===== config.mk =====
export PLATFORM = sky130hd
export DESIGN_NAME = mac_mesh_acc
export DESIGN_NICKNAME = d
export VERILOG_FILES = /design/src/rtl/mac_mesh_acc_pkg.sv /design/src/rtl/mac_mesh_acc_lane.sv /design/src/rtl/mac_mesh_acc.sv
export SDC_FILE = /design/constraint.sdc
export NUM_CORES = 2
export LEC_CHECK = 0
export ABC_AREA = 1
export CAP_MARGIN = 5
export CORE_ASPECT_RATIO = 1.4
export CORE_MARGIN = 2
export CORE_UTILIZATION = 45
export DETAILED_ROUTE_END_ITERATION = 8
export GPL_ROUTABILITY_DRIVEN = 1
export GPL_TIMING_DRIVEN = 0
export PLACE_DENSITY = 0.67
export SLEW_MARGIN = 10
export SYNTH_ARGS = -nofsm -noshare
export SYNTH_HDL_FRONTEND = slang
export SYNTH_SLANG_ARGS = --single-unit

===== constraint.sdc =====
create_clock -name clk_i -period 11.5 [get_ports clk_i]
set_clock_uncertainty 0.15 [all_clocks]
set_input_delay 2.3 -clock clk_i [delete_from_list [all_inputs] [get_ports clk_i]]
set_output_delay 2.3 -clock clk_i [all_outputs]
set_load 0.02 [all_outputs]

===== src/rtl/mac_mesh_acc_pkg.sv =====
// Shared types and saturating-add helper for the MAC mesh accumulator.
package mac_mesh_acc_pkg;

    typedef enum logic [1:0] {
        IDLE  = 2'd0,
        ACCUM = 2'd1,
        DONE  = 2'd2
    } state_e;

    // Working width for the saturating add; wide enough for any sane OUT_BIT.
    localparam int unsigned CALC_W = 64;

    typedef struct packed {
        logic              sat;
        logic [CALC_W-1:0] sum;
    } sat_res_t;

    // Adds two extended operands one bit wider than they are and clamps the
    // result to the range of a 'width'-bit signed or unsigned number.
    function automatic sat_res_t sat_add(input logic [CALC_W-1:0] a,
                                         input logic [CALC_W-1:0] b,
                                         input int unsigned       width,
                                         input logic              signed_mode);
        logic signed [CALC_W:0] one;
        logic signed [CALC_W:0] sum;
        logic signed [CALC_W:0] maxv;
        logic signed [CALC_W:0] minv;
        sat_res_t               r;
        one = 1;
        sum = $signed({a[CALC_W-1], a}) + $signed({b[CALC_W-1], b});
        if (signed_mode) begin
            maxv = (one <<< (width - 1)) - one;
            minv = -(one <<< (width - 1));
        end else begin
            maxv = (one <<< width) - one;
            minv = '0;
        end
        if (sum > maxv) begin
            r.sat = 1'b1;
            r.sum = maxv[CALC_W-1:0];
        end else if (sum < minv) begin
            r.sat = 1'b1;
            r.sum = minv[CALC_W-1:0];
        end else begin
            r.sat = 1'b0;
            r.sum = sum[CALC_W-1:0];
        end
        return r;
    endfunction

endpackage


===== src/rtl/mac_mesh_acc_lane.sv =====
// One mesh lane: multiply pixel by row weight and saturate-accumulate into a
// private accumulator, with a sticky per-lane saturation bit.
module mesh_acc_lane
    import mac_mesh_acc_pkg::*;
#(
    parameter int IN_BIT     = 8,
    parameter int WEIGHT_BIT = 8,
    parameter int OUT_BIT    = 20,
    parameter int SIGNED     = 1
) (
    input  logic                  clk_i,
    input  logic                  rst_ni,
    input  logic [IN_BIT-1:0]     data_i,
    input  logic [WEIGHT_BIT-1:0] weight_i,
    input  logic                  acc_en_i,
    input  logic                  acc_load_i,
    input  logic                  acc_zero_i,
    output logic [OUT_BIT-1:0]    acc_o,
    output logic                  sat_o
);

    localparam int PROD_W = IN_BIT + WEIGHT_BIT;

    logic [CALC_W-1:0]  prodExt;
    logic [CALC_W-1:0]  baseExt;
    logic [OUT_BIT-1:0] acc_q;
    logic               sat_q;
    sat_res_t           res;

    // Product and accumulator extension follow the data format; the first
    // beat of a tile starts from zero instead of the old accumulator.
    if (SIGNED != 0) begin : g_signed
        logic signed [PROD_W-1:0] dataS;
        logic signed [PROD_W-1:0] weightS;
        logic signed [PROD_W-1:0] prodS;
        assign dataS   = PROD_W'($signed(data_i));
        assign weightS = PROD_W'($signed(weight_i));
        assign prodS   = dataS * weightS;
        assign prodExt = {{(CALC_W-PROD_W){prodS[PROD_W-1]}}, prodS};
        assign baseExt = acc_load_i ? '0 : {{(CALC_W-OUT_BIT){acc_q[OUT_BIT-1]}}, acc_q};
    end else begin : g_unsigned
        logic [PROD_W-1:0] prodU;
        assign prodU   = PROD_W'(data_i) * PROD_W'(weight_i);
        assign prodExt = {{(CALC_W-PROD_W){1'b0}}, prodU};
        assign baseExt = acc_load_i ? '0 : {{(CALC_W-OUT_BIT){1'b0}}, acc_q};
    end

    assign res = sat_add(baseExt, prodExt, OUT_BIT, SIGNED != 0);

    // Accumulator register: zero wins, load opens a fresh tile, enable adds.
    always_ff @(posedge clk_i or negedge rst_ni) begin
        if (!rst_ni) begin
            acc_q <= '0;
            sat_q <= 1'b0;
        end else if (acc_zero_i) begin
            acc_q <= '0;
            sat_q <= 1'b0;
        end else if (acc_load_i) begin
            acc_q <= res.sum[OUT_BIT-1:0];
            sat_q <= res.sat;
        end else if (acc_en_i) begin
            acc_q <= res.sum[OUT_BIT-1:0];
            sat_q <= sat_q | res.sat;
        end
    end

    assign acc_o = acc_q;
    assign sat_o = sat_q;

endmodule


===== src/rtl/mac_mesh_acc.sv =====
// MAC mesh top: tile FSM, beat counter and an array of accumulating lanes
// whose results are held behind a valid/ready output handshake.
module mac_mesh_acc
    import mac_mesh_acc_pkg::*;
#(
    parameter int IN_BIT     = 8,
    parameter int WEIGHT_BIT = 8,
    parameter int OUT_BIT    = 20,
    parameter int MESH_X     = 4,
    parameter int MESH_Y     = 4,
    parameter int LEN_BIT    = 8,
    parameter int SIGNED     = 1
) (
    input  logic                              clk_i,
    input  logic                              rst_ni,
    input  logic                              clr_i,
    input  logic [LEN_BIT-1:0]                acc_len_i,
    input  logic                              in_valid_i,
    output logic                              in_ready_o,
    input  logic [MESH_X*MESH_Y*IN_BIT-1:0]   data_in_i,
    input  logic [MESH_Y*WEIGHT_BIT-1:0]      weight_i,
    output logic                              out_valid_o,
    input  logic                              out_ready_i,
    output logic [MESH_X*MESH_Y*OUT_BIT-1:0]  data_out_o,
    output logic                              sat_flag_o
);

    localparam int LANES = MESH_X * MESH_Y;

    state_e             state_q;
    logic [LEN_BIT-1:0] count_q;
    logic [LEN_BIT-1:0] len_q;
    logic [LEN_BIT-1:0] len_d;
    logic               in_ready_q;
    logic               out_valid_q;
    logic               beat;
    logic               accLoad;
    logic               accEn;
    logic               accZero;
    logic [LANES-1:0]   laneSat;

    assign beat    = in_valid_i & in_ready_q & ~clr_i;
    assign len_d   = (acc_len_i == '0) ? LEN_BIT'(1) : acc_len_i;
    assign accLoad = beat & (state_q == IDLE);
    assign accEn   = beat & (state_q == ACCUM);
    assign accZero = clr_i | ((state_q == DONE) & out_ready_i);

    // Tile sequencing with registered handshake outputs; clr overrides all.
    always_ff @(posedge clk_i or negedge rst_ni) begin
        if (!rst_ni) begin
            state_q     <= IDLE;
            count_q     <= '0;
            len_q       <= '0;
            in_ready_q  <= 1'b1;
            out_valid_q <= 1'b0;
        end else if (clr_i) begin
            state_q     <= IDLE;
            count_q     <= '0;
            in_ready_q  <= 1'b1;
            out_valid_q <= 1'b0;
        end else begin
            case (state_q)
                IDLE: begin
                    if (beat) begin
                        len_q <= len_d;
                        if (len_d == LEN_BIT'(1)) begin
                            state_q     <= DONE;
                            in_ready_q  <= 1'b0;
                            out_valid_q <= 1'b1;
                        end else begin
                            state_q <= ACCUM;
                            count_q <= LEN_BIT'(1);
                        end
                    end
                end
                ACCUM: begin
                    if (beat) begin
                        count_q <= count_q + LEN_BIT'(1);
                        if (count_q == len_q - LEN_BIT'(1)) begin
                            state_q     <= DONE;
                            in_ready_q  <= 1'b0;
                            out_valid_q <= 1'b1;
                        end
                    end
                end
                DONE: begin
                    if (out_ready_i) begin
                        state_q     <= IDLE;
                        count_q     <= '0;
                        in_ready_q  <= 1'b1;
                        out_valid_q <= 1'b0;
                    end
                end
                default: begin
                    state_q     <= IDLE;
                    count_q     <= '0;
                    in_ready_q  <= 1'b1;
                    out_valid_q <= 1'b0;
                end
            endcase
        end
    end

    for (genvar idx = 0; idx < LANES; idx++) begin : g_lane
        mesh_acc_lane #(
            .IN_BIT    (IN_BIT),
            .WEIGHT_BIT(WEIGHT_BIT),
            .OUT_BIT   (OUT_BIT),
            .SIGNED    (SIGNED)
        ) u_lane (
            .clk_i     (clk_i),
            .rst_ni    (rst_ni),
            .data_i    (data_in_i[(idx+1)*IN_BIT-1 -: IN_BIT]),
            .weight_i  (weight_i[(idx/MESH_X+1)*WEIGHT_BIT-1 -: WEIGHT_BIT]),
            .acc_en_i  (accEn),
            .acc_load_i(accLoad),
            .acc_zero_i(accZero),
            .acc_o     (data_out_o[(idx+1)*OUT_BIT-1 -: OUT_BIT]),
            .sat_o     (laneSat[idx])
        );
    end

    assign in_ready_o  = in_ready_q;
    assign out_valid_o = out_valid_q;
    assign sat_flag_o  = |laneSat;

endmodule


---- Yosys cells after proc, flatten, opt, wreduce, memory -nomap -nowiden ----
Index checks and enable logic that the tools add are counted.
storage, ports and cells
  bits in registers ....................... 356
  bits in latches ......................... 0
  bits in writable memories ............... 0
  ROM bits ................................ 0
  output and inout bits ................... 323
  logic and storage cells ................. 316
  memories kept ........................... 0
operators by class
  add/subtract/negate cells ............... 18
  multiply operators ...................... 16
  divide/modulo/power cells ............... 0
  order comparisons ....................... 32
  equal/unequal tests ..................... 10
  shift-type cells ........................ 0
  multiplexer cells ....................... 172
  bitwise logic cells ..................... 23
  reduce and logical (&&, ||, !) cells .... 8
operators by type and width
  cell                    number
  $mux W65                32
  $add A64 B16 Y65        16
  $gt A65 B20 Y1 const B  16
  $lt A65 B20 Y1 const B  16
  $mux W64                16
  $mux W20                48
  $mul A8 B8 Y16          16
  $mux W1                 60
  $mux W8                 6
  $pmux W8 S3             1
  $or A1 B1 Y1            17
  $reduce_or A16 Y1       1
  $mux W2                 6
  $ne A3 B3 Y1 const B    4
  $add A8 B1 Y8 const B   1
  $eq A8 B1 Y1 const B    1
  $eq A8 B8 Y1            1
  $logic_not A8 Y1        1
  $reduce_and A4 Y1       2
  $sub A8 B1 Y8 const B   1
  $ne A3 B2 Y1 const B    2
  $pmux W1 S3             2
  $pmux W2 S3             1
  $and A1 B1 Y1           5
  7 further kinds         7

---- Logic depth before layout (Yosys ltp) ----
  depth in word-level cells ............... 12
  mapped depth ............................ 50

---- By module ----
Synthesis repeated with hierarchy kept, for this count alone.
unflattened totals
  cells, all modules ...................... 15154
  area, all modules ....................... 103156.4 um2
modules (own cells, without submodules)
  module                                 times used  cells each  area an instance (um2)  sequential area each (um2)
  mesh_acc_lane (g_lane[0].u_lane ...)   9           946         6394.9                  525.5
  mesh_acc_lane (g_lane[15].u_lane ...)  4           959         6487.5                  525.5
  mesh_acc_lane (g_lane[14].u_lane)      1           875         6134.6                  525.5
  mesh_acc_lane (g_lane[2].u_lane)       1           877         6090.8                  525.5
  mesh_acc_lane (g_lane[7].u_lane)       1           859         6064.6                  525.5
  mac_mesh_acc                           1           193         1362.6                  501.7

---- Worst setup path before layout ----
OpenSTA, ideal clock, no wires.
  path kind ............................... input-to-reg
  start point ............................. input clr_i
  end point ............................... register g_lane[14].u_lane.sat_q
  data arrival time ....................... 8729 ps
  setup slack ............................. 2503 ps
  stages on the path ...................... 46
  path through ............................ nor2_1 > inv_1 > nor2_1 > inv_1 > nor2_1 > inv_1 > buf_2 > clkbuf_1 > clkbuf_1 > nand2_1 > fa_1 > inv_1 > fa_1 > inv_1 > fa_1 > inv_1 > fa_1 > fa_1 > [... 10 more ...] > nand2_1 > ha_1 > or2_2 > nor2_1 > nand3_1 > nor2_1 > nand2_1 > nor2_1 > nand3_1 > nor2_1 > nand2_1 > nor2_1 > nand2_1 > nand3_2 > buf_6 > nand2_1 > nand2_1 > nand2_1
on the way
  longest elaborated chain between the ends .. 12
RTL lines
  what                         line                     text
  from (decl)                  mac_mesh_acc.sv:16       input logic clr_i,
  $not A1 Y1 (no source line)  n/a
  $and A1 B1 Y1                mac_mesh_acc.sv:42       assign beat = in_valid_i & in_ready_q & ~clr_i;
  $and A1 B1 Y1                mac_mesh_acc.sv:44       assign accLoad = beat & (state_q == IDLE);
  $mux W64                     mac_mesh_acc_lane.sv:40  assign baseExt = acc_load_i ? '0 : {{(CALC_W-OUT_BIT){acc_q[OUT_BIT-1]}}, acc_q};
  $add A64 B16 Y65             mac_mesh_acc_pkg.sv:30   sum = $signed({a[CALC_W-1], a}) + $signed({b[CALC_W-1], b});
  $lt A65 B20 Y1               mac_mesh_acc_pkg.sv:41   end else if (sum < minv) begin
  $mux W65                     mac_mesh_acc_pkg.sv:41
  $mux W65                     mac_mesh_acc_pkg.sv:38   if (sum > maxv) begin
  $or A1 B1 Y1                 mac_mesh_acc_lane.sv:63  sat_q <= sat_q | res.sat;
  $mux W1                      mac_mesh_acc_lane.sv:61  end else if (acc_en_i) begin
  $mux W1                      mac_mesh_acc_lane.sv:58  end else if (acc_load_i) begin
  $mux W1                      mac_mesh_acc_lane.sv:55  end else if (acc_zero_i) begin
  to (signal assigned)         mac_mesh_acc_lane.sv:60  sat_q <= res.sat;
  to (signal assigned)         mac_mesh_acc_lane.sv:63
  to (decl)                    mac_mesh_acc_lane.sv:27  logic sat_q;
Several ways; a longest one is shown, not always the timed one. The select of a mux whose other input is x is not followed.
A chain may end at the register's enable or synchronous reset.

---- Worst setup path in the final report ----
  start point ............................. input clr_i
  end point ............................... register g_lane[5].u_lane.acc_q[12]
on the way
  longest elaborated chain between the ends .. 11
RTL lines
  what                         line                     text
  $not A1 Y1 (no source line)  n/a
  $and A1 B1 Y1                mac_mesh_acc.sv:42
  $and A1 B1 Y1                mac_mesh_acc.sv:44
  $mux W64                     mac_mesh_acc_lane.sv:40
  $add A64 B16 Y65             mac_mesh_acc_pkg.sv:30
  $lt A65 B20 Y1               mac_mesh_acc_pkg.sv:41
  $mux W65                     mac_mesh_acc_pkg.sv:41
  $mux W65                     mac_mesh_acc_pkg.sv:38
  $mux W20                     mac_mesh_acc_lane.sv:61
  $mux W20                     mac_mesh_acc_lane.sv:58
  $mux W20                     mac_mesh_acc_lane.sv:55
  to (signal assigned)         mac_mesh_acc_lane.sv:59  acc_q <= res.sum[OUT_BIT-1:0];
  to (signal assigned)         mac_mesh_acc_lane.sv:62  acc_q <= res.sum[OUT_BIT-1:0];
  to (decl)                    mac_mesh_acc_lane.sv:26  logic [OUT_BIT-1:0] acc_q;
Several ways; a longest one is shown, not always the timed one. The select of a mux whose other input is x is not followed.

==> flow_metrics.py <==
metrics = {
    "critical_path": {
        "cp_slowest_cell": "fa_1",
        "cpMostUsedCell": "nand2_1",
        "critPathLaunchType": "input port",
        "crit_path_start": "clr_i",
        "worst-path-max-fanout": 10,
        "r2r_setup_slack_ns": 2.19,
        "critPathArrivalTime_ns": 11.55,
        "crit_type": "in -> reg",
        "r2r_cells": 35,
        "max_stage_delay_ns": 0.70,
        "cp-end-kind": "flop",
        "r2r-end": "g_lane[5].u_lane.acc_o[12]",
        "critPathRequiredTime_ns": 12.01,
        "r2r_start": "in_ready_o",
    },
    "floorplan": {
        "dieArea_sq_um": 227900,
        "start_util": 0.4528,
        "die_height_um": 564.0,
        "fp.dieW_um": 404.0,
        "row_count": 205,
        "io_pins": 496,
        "core_area_sq_um": 222600,
    },
    "worst_hold_path": {
        "min_to": "len_q[7]",
        "min_from": "len_q[7]",
        "worstHoldPathType": "reg -> reg",
        "whs_path_depth": 2,
    },
    "timing": {
        "drv_slew": 0,
        "relSlewSlack": 0.05941,
        "tightest_slew_ns": 1.411,
        "hold_ws_ns": 0.3450,
        "rsz0062_at_grt": "no",
        "fin_crit_sh": 0.9597,
        "timing.final.ws_setup_ns": 0.4632,
        "period_minus_slack_ns": 11.04,
        "hold_viol_final": 0,
        "setup_viol": 0,
        "fmax_mhz": 90.61,
    },
    "global_route": {
        "antenna_found_initial": 45,
        "grt_pass1_wl_mm": 514.3,
        "track_usage": 0.2929,
        "grt-ovfl-total": 0,
        "grt_pass1_vias": 91820,
        "grt_max_degree": 87,
    },
    "flow_run": {
        "drv_cap": 0,
    },
    "clock_tree": {
        "cts_max_level": 2,
        "cts_buffers": 51,
        "clk_latency_ns": 0.72,
        "clockRootBuffer": "clkbuf_16",
        "clkTransAtPathRegs_ns": 0.06,
        "cts_buffer_depth": 3,
        "cts_sinks": 356,
        "cts_tree": "done",
    },
    "routing": {
        "drt_first_pass_iters": 6,
        "drtIter0Drc": 4986,
        "drc_errors": 0,
        "finalWirelength_mm": 329.7,
        "wl_per_cell_um": 18.34,
        "num_vias": 89920,
        "ant_nets": 0,
        "vias_per_cell": 5.002,
    },
    "yosys": {
        "synth_ff_type": "dfrtp_1",
        "synth-seq-cells": 356,
        "synth_cell_types": 66,
        "ys.warnings.count": 0,
        "syn_area_sq_um": 100800,
        "yosysSeqAreaShare": 0.08839,
        "postSynthAreaPerCell_sq_um": 6.913,
        "synth_edf_count": 0,
        "syn-num-nets": 17300,
        "synthCells": 14580,
        "synthArstFlopShare": 1.000,
    },
    "placed_design": {
        "dp_slack_ns": -1.510,
        "place_hpwl_mm": 282.2,
        "portBuffers": 367,
        "place_congestion": 0.9809,
    },
    "final_layout": {
        "fin_nets": 17730,
        "syn_to_final_growth_pct": 9.338,
        "drive_above_1_share": 0.03781,
    },
    "status": {
        "status": "complete, no violations",
    },
}
worst max-delay path, delay by kind of cell:
family | cells | cell delay (ns)
and+or+nand+nor | 21 | 2.66
AOI/OAI and AO/OA | 2 | 0.49
buffers and inverters | 9 | 2.76
adders and majority gates | 7 | 3.27
cell usage after synthesis, types with 7 or more instances:
cell | count | area (sq um)
nand2_4 | 11 | 123.9
or2_2 | 21 | 131.4
inv_1 | 3177 | 11930
inv_2 | 37 | 138.9
nor3_1 | 138 | 690.7
a21boi_0 | 11 | 82.58
nor2_2 | 26 | 162.7
o21ai_1 | 12 | 60.06
clkbuf_1 | 207 | 777.0
o21ai_0 | 118 | 590.6
nand2_2 | 66 | 412.9
nand3_1 | 610 | 3053
xor2_1 | 176 | 1541
clkbuf_2 | 94 | 470.5
buf_1 | 8 | 30.03
fa_1 | 1504 | 30110
nand4_1 | 121 | 757.0
nand3b_1 | 76 | 570.6
buf_2 | 53 | 265.3
o21bai_1 | 16 | 120.1
nor4_1 | 18 | 112.6
xnor2_1 | 26 | 227.7
buf_4 | 35 | 262.8
a21oi_1 | 269 | 1346
nor2_1 | 1046 | 3926
dfrtp_1 | 355 | 8884
ha_1 | 1042 | 13040
a21oi_2 | 10 | 87.58
and2_1 | 11 | 68.82
a21o_1 | 40 | 300.3
a31oi_1 | 7 | 43.79
nor3b_1 | 11 | 82.58
buf_6 | 40 | 450.4
nand2_1 | 5105 | 19160
nand3_2 | 35 | 350.3
how the worst max path moves through the flow:
stage	end	slack (ns)	depth (start not counted)
global placement	g_lane[5].u_lane.acc_o[11]	-10.72	1
global route	g_lane[8].u_lane.sat_o	0.002	36
floorplan	g_lane[14].u_lane.sat_o	2.50	46
detailed placement	g_lane[5].u_lane.acc_o[11]	-1.51	39
CTS	g_lane[5].u_lane.acc_o[12]	0.35	39
finish	g_lane[5].u_lane.acc_o[12]	0.46	39
placed cells by master (no fill, tap or decap), types with 118 or more instances in the layout:
cell,synthesis,layout
inv_1,3177,3176
o21ai_0,118,118
nor2_1,1046,1045
clkdlybuf4s50_1,0,366
nand4_1,121,121
nor3_1,138,138
nand3_1,610,610
dfrtp_1,355,355
clkbuf_1,207,192
fa_1,1504,1504
ha_1,1042,1042
xor2_1,176,176
nand2_1,5105,5105
a21oi_1,269,269
cells by family after synthesis:
family / share of synthesized area
AO/OA/AOI/OAI: 0.02842
adder cells (fa/ha/maj): 0.4280
buffers and inverters: 0.1422
AND/OR/NAND/NOR: 0.2951
multiplexers: 0.00009930
flip-flops: 0.08839
XOR/XNOR: 0.01771
sequential cells by signal, indices dropped and copies added, names as in the netlist:
signal	flops
out_valid_o	1
g_lane.u_lane.acc_o	320
g_lane.u_lane.sat_o	16
state_q	2
len_q	8
count_q	8
in_ready_o	1
stage by stage:
stage          setup TNS (ns)    util  instance area [sq um]  std cells
2_1_floorplan               0       -                 100800      14580
6_report                    0  0.4950                 110200      17980
4_1_cts                     0  0.4947                 110100      17950
3_3_place_gp         -4276.44  0.4856                 108100      17850
3_5_place_dp          -367.21  0.4864                 108300      17850
5_1_grt                     0  0.4949                 110200      17970
what timing repair did:
action                     CTS  global route
gates resized for setup      2             7
buffers inserted             1             0
setup endpoints to repair  320            85
hold buffers                 0             0
final cells by class:
class | count | area (sq um)
fill | 22800 | 112400
timing repair buffer | 375 | 3842
inverter | 3216 | 12080
antenna | 31 | 77.57
buffer | 437 | 2286
clock inverter | 32 | 455.4
multi-input combinational | 10570 | 77560
sequential | 356 | 8910
tap | 2898 | 3626
clock buffer | 61 | 1375
routing by layer:
metal	GRT usage	vias to the layer above	share of wire
met4	0.1727	20	0.069
met3	0.05940	749	0.072
met1	0.3340	42660	0.38
met2	0.5067	2444	0.48
li1	-	44050	-
met5	0	-	0.00038
Power is left out: the tool's default activity adds up to more than one toggle a clock period on the data nets, which glitch-free logic cannot reach.
